==> src/rtl/alu_share_ctrl.sv <==
// -----------------------------------------------------------------------------
// alu_share_ctrl
//   Shares one combinational WIDTH-bit ALU between two requesters
//   (port 0: execute stage, port 1: branch/address unit).
//   A request is granted round-robin, its operands are latched, the ALU is
//   driven for one cycle, and the registered result, zero flag and error flag
//   are returned on the requester's own response channel with valid/ready.
//
// Ports
//   clk, rst                 clock; synchronous active-high reset
//   req0_*/req1_*            request channels: valid/ready, a, b, sel
//   rsp0_*/rsp1_*            response channels: valid/ready
//   rsp_data/zero/err        result payload shared by both response channels
//   alu_a/alu_b/alu_sel      operands and select driven to the ALU
//   alu_out/alu_is0          ALU result and its zero indication
//   busy                     high while a transaction is in EXEC or RESP
// -----------------------------------------------------------------------------
module alu_share_ctrl #(
    parameter int WIDTH   = 32,
    parameter int SEL_W   = 4,
    parameter int MAX_SEL = 8
) (
    input  logic             clk,
    input  logic             rst,
    input  logic             req0_valid,
    output logic             req0_ready,
    input  logic [WIDTH-1:0] req0_a,
    input  logic [WIDTH-1:0] req0_b,
    input  logic [SEL_W-1:0] req0_sel,
    input  logic             req1_valid,
    output logic             req1_ready,
    input  logic [WIDTH-1:0] req1_a,
    input  logic [WIDTH-1:0] req1_b,
    input  logic [SEL_W-1:0] req1_sel,
    output logic             rsp0_valid,
    input  logic             rsp0_ready,
    output logic             rsp1_valid,
    input  logic             rsp1_ready,
    output logic [WIDTH-1:0] rsp_data,
    output logic             rsp_zero,
    output logic             rsp_err,
    output logic [WIDTH-1:0] alu_a,
    output logic [WIDTH-1:0] alu_b,
    output logic [SEL_W-1:0] alu_sel,
    input  logic [WIDTH-1:0] alu_out,
    input  logic             alu_is0,
    output logic             busy
);

    localparam logic [SEL_W-1:0] MAX_SEL_C = SEL_W'(MAX_SEL);

    typedef enum logic [1:0] {
        IDLE = 2'd0,
        EXEC = 2'd1,
        RESP = 2'd2
    } state_t;

    state_t           state;
    state_t           state_nxt;
    logic             ptr;        // priority requester when both are valid
    logic             op_id;      // requester owning the transaction in flight
    logic             op_err;     // select code of the transaction was illegal
    logic [WIDTH-1:0] op_a;
    logic [WIDTH-1:0] op_b;
    logic [SEL_W-1:0] op_sel;

    logic             any_valid;
    logic             grant_id;
    logic             fire;
    logic             rsp_hs;
    logic [WIDTH-1:0] grant_a;
    logic [WIDTH-1:0] grant_b;
    logic [SEL_W-1:0] grant_sel;
    logic             grant_err;

    // ------------------------------------------------------------------------
    // Arbitration and payload selection
    // ------------------------------------------------------------------------
    // NOTE: every signal assigned in an always_comb gets a default first, so
    // no path leaves it unassigned and no latch is inferred.
    always_comb begin
        grant_id = 1'b0;
        if (req0_valid && req1_valid) begin
            grant_id = ptr;
        end else if (req1_valid) begin
            grant_id = 1'b1;
        end
    end

    assign any_valid = req0_valid | req1_valid;
    assign fire      = (state == IDLE) && any_valid;
    assign grant_a   = grant_id ? req1_a   : req0_a;
    assign grant_b   = grant_id ? req1_b   : req0_b;
    assign grant_sel = grant_id ? req1_sel : req0_sel;
    assign grant_err = grant_sel > MAX_SEL_C;
    assign rsp_hs    = op_id ? rsp1_ready : rsp0_ready;

    // ------------------------------------------------------------------------
    // FSM: state register
    // ------------------------------------------------------------------------
    // NOTE: sequential state uses non-blocking assignments so every register
    // samples the pre-edge values regardless of process ordering.
    always_ff @(posedge clk) begin
        if (rst) begin
            state <= IDLE;
        end else begin
            state <= state_nxt;
        end
    end

    // ------------------------------------------------------------------------
    // FSM: next-state logic
    // ------------------------------------------------------------------------
    always_comb begin
        state_nxt = state;
        case (state)
            IDLE:    if (fire)   state_nxt = EXEC;
            EXEC:                state_nxt = RESP;
            RESP:    if (rsp_hs) state_nxt = IDLE;
            default:             state_nxt = IDLE;
        endcase
    end

    // ------------------------------------------------------------------------
    // FSM: outputs
    // ------------------------------------------------------------------------
    always_comb begin
        req0_ready = 1'b0;
        req1_ready = 1'b0;
        rsp0_valid = 1'b0;
        rsp1_valid = 1'b0;
        busy       = 1'b0;
        case (state)
            IDLE: begin
                req0_ready = any_valid && !grant_id;
                req1_ready = any_valid &&  grant_id;
            end
            EXEC: begin
                busy = 1'b1;
            end
            RESP: begin
                busy       = 1'b1;
                rsp0_valid = !op_id;
                rsp1_valid =  op_id;
            end
            default: ;
        endcase
    end

    // ------------------------------------------------------------------------
    // Operand registers. An illegal select is latched as all-zero operands and
    // select 0, so the ALU sees a harmless operation and the ALU ports can be
    // driven straight from these registers at all times.
    // ------------------------------------------------------------------------
    // NOTE: the operand registers are reset because they drive the ALU ports
    // directly and those must read 0 out of reset.
    always_ff @(posedge clk) begin
        if (rst) begin
            op_a   <= '0;
            op_b   <= '0;
            op_sel <= '0;
            op_id  <= 1'b0;
            op_err <= 1'b0;
        end else if (fire) begin
            op_a   <= grant_err ? '0 : grant_a;
            op_b   <= grant_err ? '0 : grant_b;
            op_sel <= grant_err ? '0 : grant_sel;
            op_id  <= grant_id;
            op_err <= grant_err;
        end
    end

    assign alu_a   = op_a;
    assign alu_b   = op_b;
    assign alu_sel = op_sel;

    // ------------------------------------------------------------------------
    // Result capture at the end of EXEC; held through RESP and IDLE
    // ------------------------------------------------------------------------
    always_ff @(posedge clk) begin
        if (rst) begin
            rsp_data <= '0;
            rsp_zero <= 1'b0;
            rsp_err  <= 1'b0;
        end else if (state == EXEC) begin
            rsp_data <= op_err ? '0   : alu_out;
            rsp_zero <= op_err ? 1'b1 : alu_is0;
            rsp_err  <= op_err;
        end
    end

    // The requester just served loses priority; reset returns it to port 0.
    always_ff @(posedge clk) begin
        if (rst) begin
            ptr <= 1'b0;
        end else if (state == RESP && rsp_hs) begin
            ptr <= ~op_id;
        end
    end

endmodule

==> config.mk <==
export PLATFORM = sky130hd
export DESIGN_NAME = alu_share_ctrl
export DESIGN_NICKNAME = d
export VERILOG_FILES = /design/src/rtl/alu_share_ctrl.sv
export SDC_FILE = /design/constraint.sdc
export NUM_CORES = 1
export LEC_CHECK = 0
export ABC_AREA = 1
export BUFFER_PORTS_ARGS = -buffer_cell sky130_fd_sc_hd__buf_2
export CAP_MARGIN = 20
export CORE_ASPECT_RATIO = 0.75
export CORE_MARGIN = 3
export CORE_UTILIZATION = 46
export CTS_BUF_LIST = sky130_fd_sc_hd__clkbuf_2
export DETAILED_ROUTE_END_ITERATION = 10
export PLACE_DENSITY = 0.83
export SLEW_MARGIN = 25
export SYNTH_ARGS = -nofsm -noshare
export SYNTH_HDL_FRONTEND = slang
export SYNTH_SLANG_ARGS = --single-unit
==> constraint.sdc <==
create_clock -name clk -period 1.65 [get_ports clk]
set_input_delay 0.2475 -clock clk [delete_from_list [all_inputs] [get_ports clk]]
set_output_delay 0.2475 -clock clk [all_outputs]
set_load 0.02 [all_outputs]
==> qor.yml <==
outcome: "finished with violations"
violations: "negative setup slack"
worst_pin_slew_ns: 0.381
cp_max_fo: 6
clock-sinks: 107
worstPathRequired_ns: 2.22
finalHoldViolations: 0
ioPinCount: 282
grt_overflow_total: 0
clk_pin_slew_worst_paths_ns: 0.35
powerDensity_nw_per_um2: 827
cts_root_buf: "clkbuf_2"
drive_above_1_share: 0.426
design.core.area_um2: 10500
routed_wl_um: 27900
slew_violations: 0
drt-initial-drc-count: 950
syn_nets: 903
syn_inst: 724
drt-pass1-iter-count: 5
yosys_warnings: 0
chipHeight_um: 97.1
cts_tree: "built"
dpl_cell_area_um2: 6590
rr_startpoint: "ptr"
rrSetupSlack_ns: -0.37
slew_headroom: 0.745
antenna_found_initial: 1
grt_pass1_wl_um: 36900
post-route-min-period_ns: 2.02
cp_data_arrival_time_ns: 2.58
synth_seq_cells: 107
groute.usage.overall: 0.365
vias_per_cell: 5.90
regArea_um2: 2150
multi_input_area_um2: 3030
ir_drop_mv: 0.523
die_width_um: 127
holdCritPathClass: "in -> reg"
start_util: 0.483
grt_setup_unrepaired: "true"
crit_type: "reg -> reg"
ys_seq_area_frac: 0.421
num_rows: 32
synth_cell_types: 26
finalClockSkew_ns: 0.0269
routabilityCongestion: 0.858
wl_per_cell_um: 21.1
setup_viol: 71
synth.cell_area_um2: 5080
rr_worst_depth: 11
htreeDepth: 3
setup_ws_ns: -0.368
hold_depth: 6
yosys-top-cells-area: "dfxtp_1 42%, nand2_1 19%, a21oi_1 15%"
final_antenna_net_count: 0
hp-start: "req0_sel[3]"
synth_top_area_frac: 0.421
cts_made_buffers: 9
final_cell_mix: "276 x buf_2, 209 x nand2_1, 167 x dlygate4sd3_1, 106 x a21oi_1, 104 x dfxtp_1"
max_freq_mhz: 496
area_growth_pct: 85.0
finalNetCount: 1357
fillerInstances: 452
worstSkewPairLatency_ns: 0.63
min_to: "alu_sel[2]"
grt_max_degree: 61
p_leak_nw: 4.37
drv_cap: 0
dp_hpwl_um: 11300
drc: 0
r2r-end: "alu_b[10]"
clock_path_buffers: 2
final_common_cell: "buf_2"
fp.dieArea_um2: 12400
synth_area_leader_cell: "dfxtp_1"
via_count: 7802
p_total_mw: 7.78
final_cell_area_um2: 9410
min_period_over_period: 1.22
critPathCaptureType: "flop"
setup.worst_path.start_class: "flop"
synth.avg_cell_area_um2: 7.02
portBuffers: 281
grt_pass1_vias: 7391
==> critical path, stage by stage (launching register included) <==
cell	delay, ns
dfxtp_2	0.43
inv_4	0.05
nand2_8	0.07
buf_12	0.11
nand3b_1	0.14
nand2_2	0.14
nand2_2	0.08
o21bai_4	0.29
buf_12	0.18
buf_16	0.14
nand2_4	0.05
a21oi_2	0.26
==> routing by layer <==
metal / GRT usage / up-vias / wire, um
met3: 0.127 / 250 / 3170
met2: 0.604 / 763 / 13200
met4: 0.245 / 0 / 2230
met5: 0 / - / 0
li1: - / 3284 / -
met1: 0.392 / 3505 / 9300
==> worst max-delay path by stage <==
stage | from | to | slack (ns) | cells past startpoint
CTS | state[1] | req0_ready | -0.30 | 8
global placement | state[1] | alu_b[16] | 0.11 | 9
global route | state[0] | req0_ready | -0.39 | 8
detailed placement | req0_valid | alu_b[12] | 0.05 | 8
finish | ptr | alu_b[10] | -0.37 | 11
floorplan | state[1] | req0_ready | 0.17 | 7
==> flip-flops by register name, indices dropped and copies added (netlist names) <==
name,count
alu_sel,4
op_id,1
op_err,1
alu_b,32
rsp_data,32
alu_a,32
state,2
rsp_zero,1
rsp_err,1
ptr,1
==> cells in the mapped netlist, drive strengths merged <==
| library cell | number |
|---|---|
| buf | 37 |
| ha | 4 |
| o21a | 1 |
| o21ai | 7 |
| clkbuf | 24 |
| inv | 14 |
| nand4 | 2 |
| o21bai | 1 |
| a21oi | 168 |
| dfxtp | 107 |
| clkinv | 1 |
| nand3b | 1 |
| nor3 | 1 |
| nand2 | 278 |
| nand3 | 69 |
| nor2 | 9 |
==> final cells by class <==
type / instances / share of cell area
clock inverters: 7 / 0.00891
multi-input cells: 541 / 0.322
clock buffers: 9 / 0.00479
flip-flops and latches: 107 / 0.228
repair buffers: 504 / 0.410
well taps: 136 / 0.0181
diodes: 4 / 0.00106
inverters: 15 / 0.00665
==> timing repair <==
action / CTS / global route
setup buffers: 14 / 10
hold buffers: 167 / 0
pin swaps: 8 / 32
gates resized for setup: 37 / 133
setup endpoints to repair: 9 / 94
gates cloned: 2 / 8
hold endpoints to repair: 107 / 0
==> power breakdown <==
group | total (mW) | switching [mW] | internal (mW)
clock network | 1.34 | 1.07 | 0.269
registers | 3.00 | 0.156 | 2.84
logic | 3.44 | 1.99 | 1.45
total | 7.78 | 3.22 | 4.56
==> stage by stage <==
step | cells | setup slack (ns) | utilization | setup TNS [ns] | hold WS, ns
finish | 1323 | -0.368 | 0.893 | -13.78 | 0.0172
floorplan | 724 | 0.172 | - | 0 | 0.372
global placement | 1104 | 0.106 | 0.625 | 0 | 0.446
global route | 1320 | -0.387 | 0.893 | -16.14 | 0.0468
detailed placement | 1104 | 0.0457 | 0.625 | 0 | 0.450
CTS | 1303 | -0.299 | 0.825 | -1.48 | 0.000156
==> cells by family after synthesis <==
| family | Yosys count | share of synthesized area |
|---|---|---|
| adder cells (fa/ha/maj) | 4 | 0.00984 |
| AO/OA/AOI/OAI | 177 | 0.193 |
| buffers and inverters | 76 | 0.0775 |
| AND/OR/NAND/NOR | 360 | 0.298 |
| flip-flops | 107 | 0.421 |
Note: power is estimated with default switching activity, not from simulation.
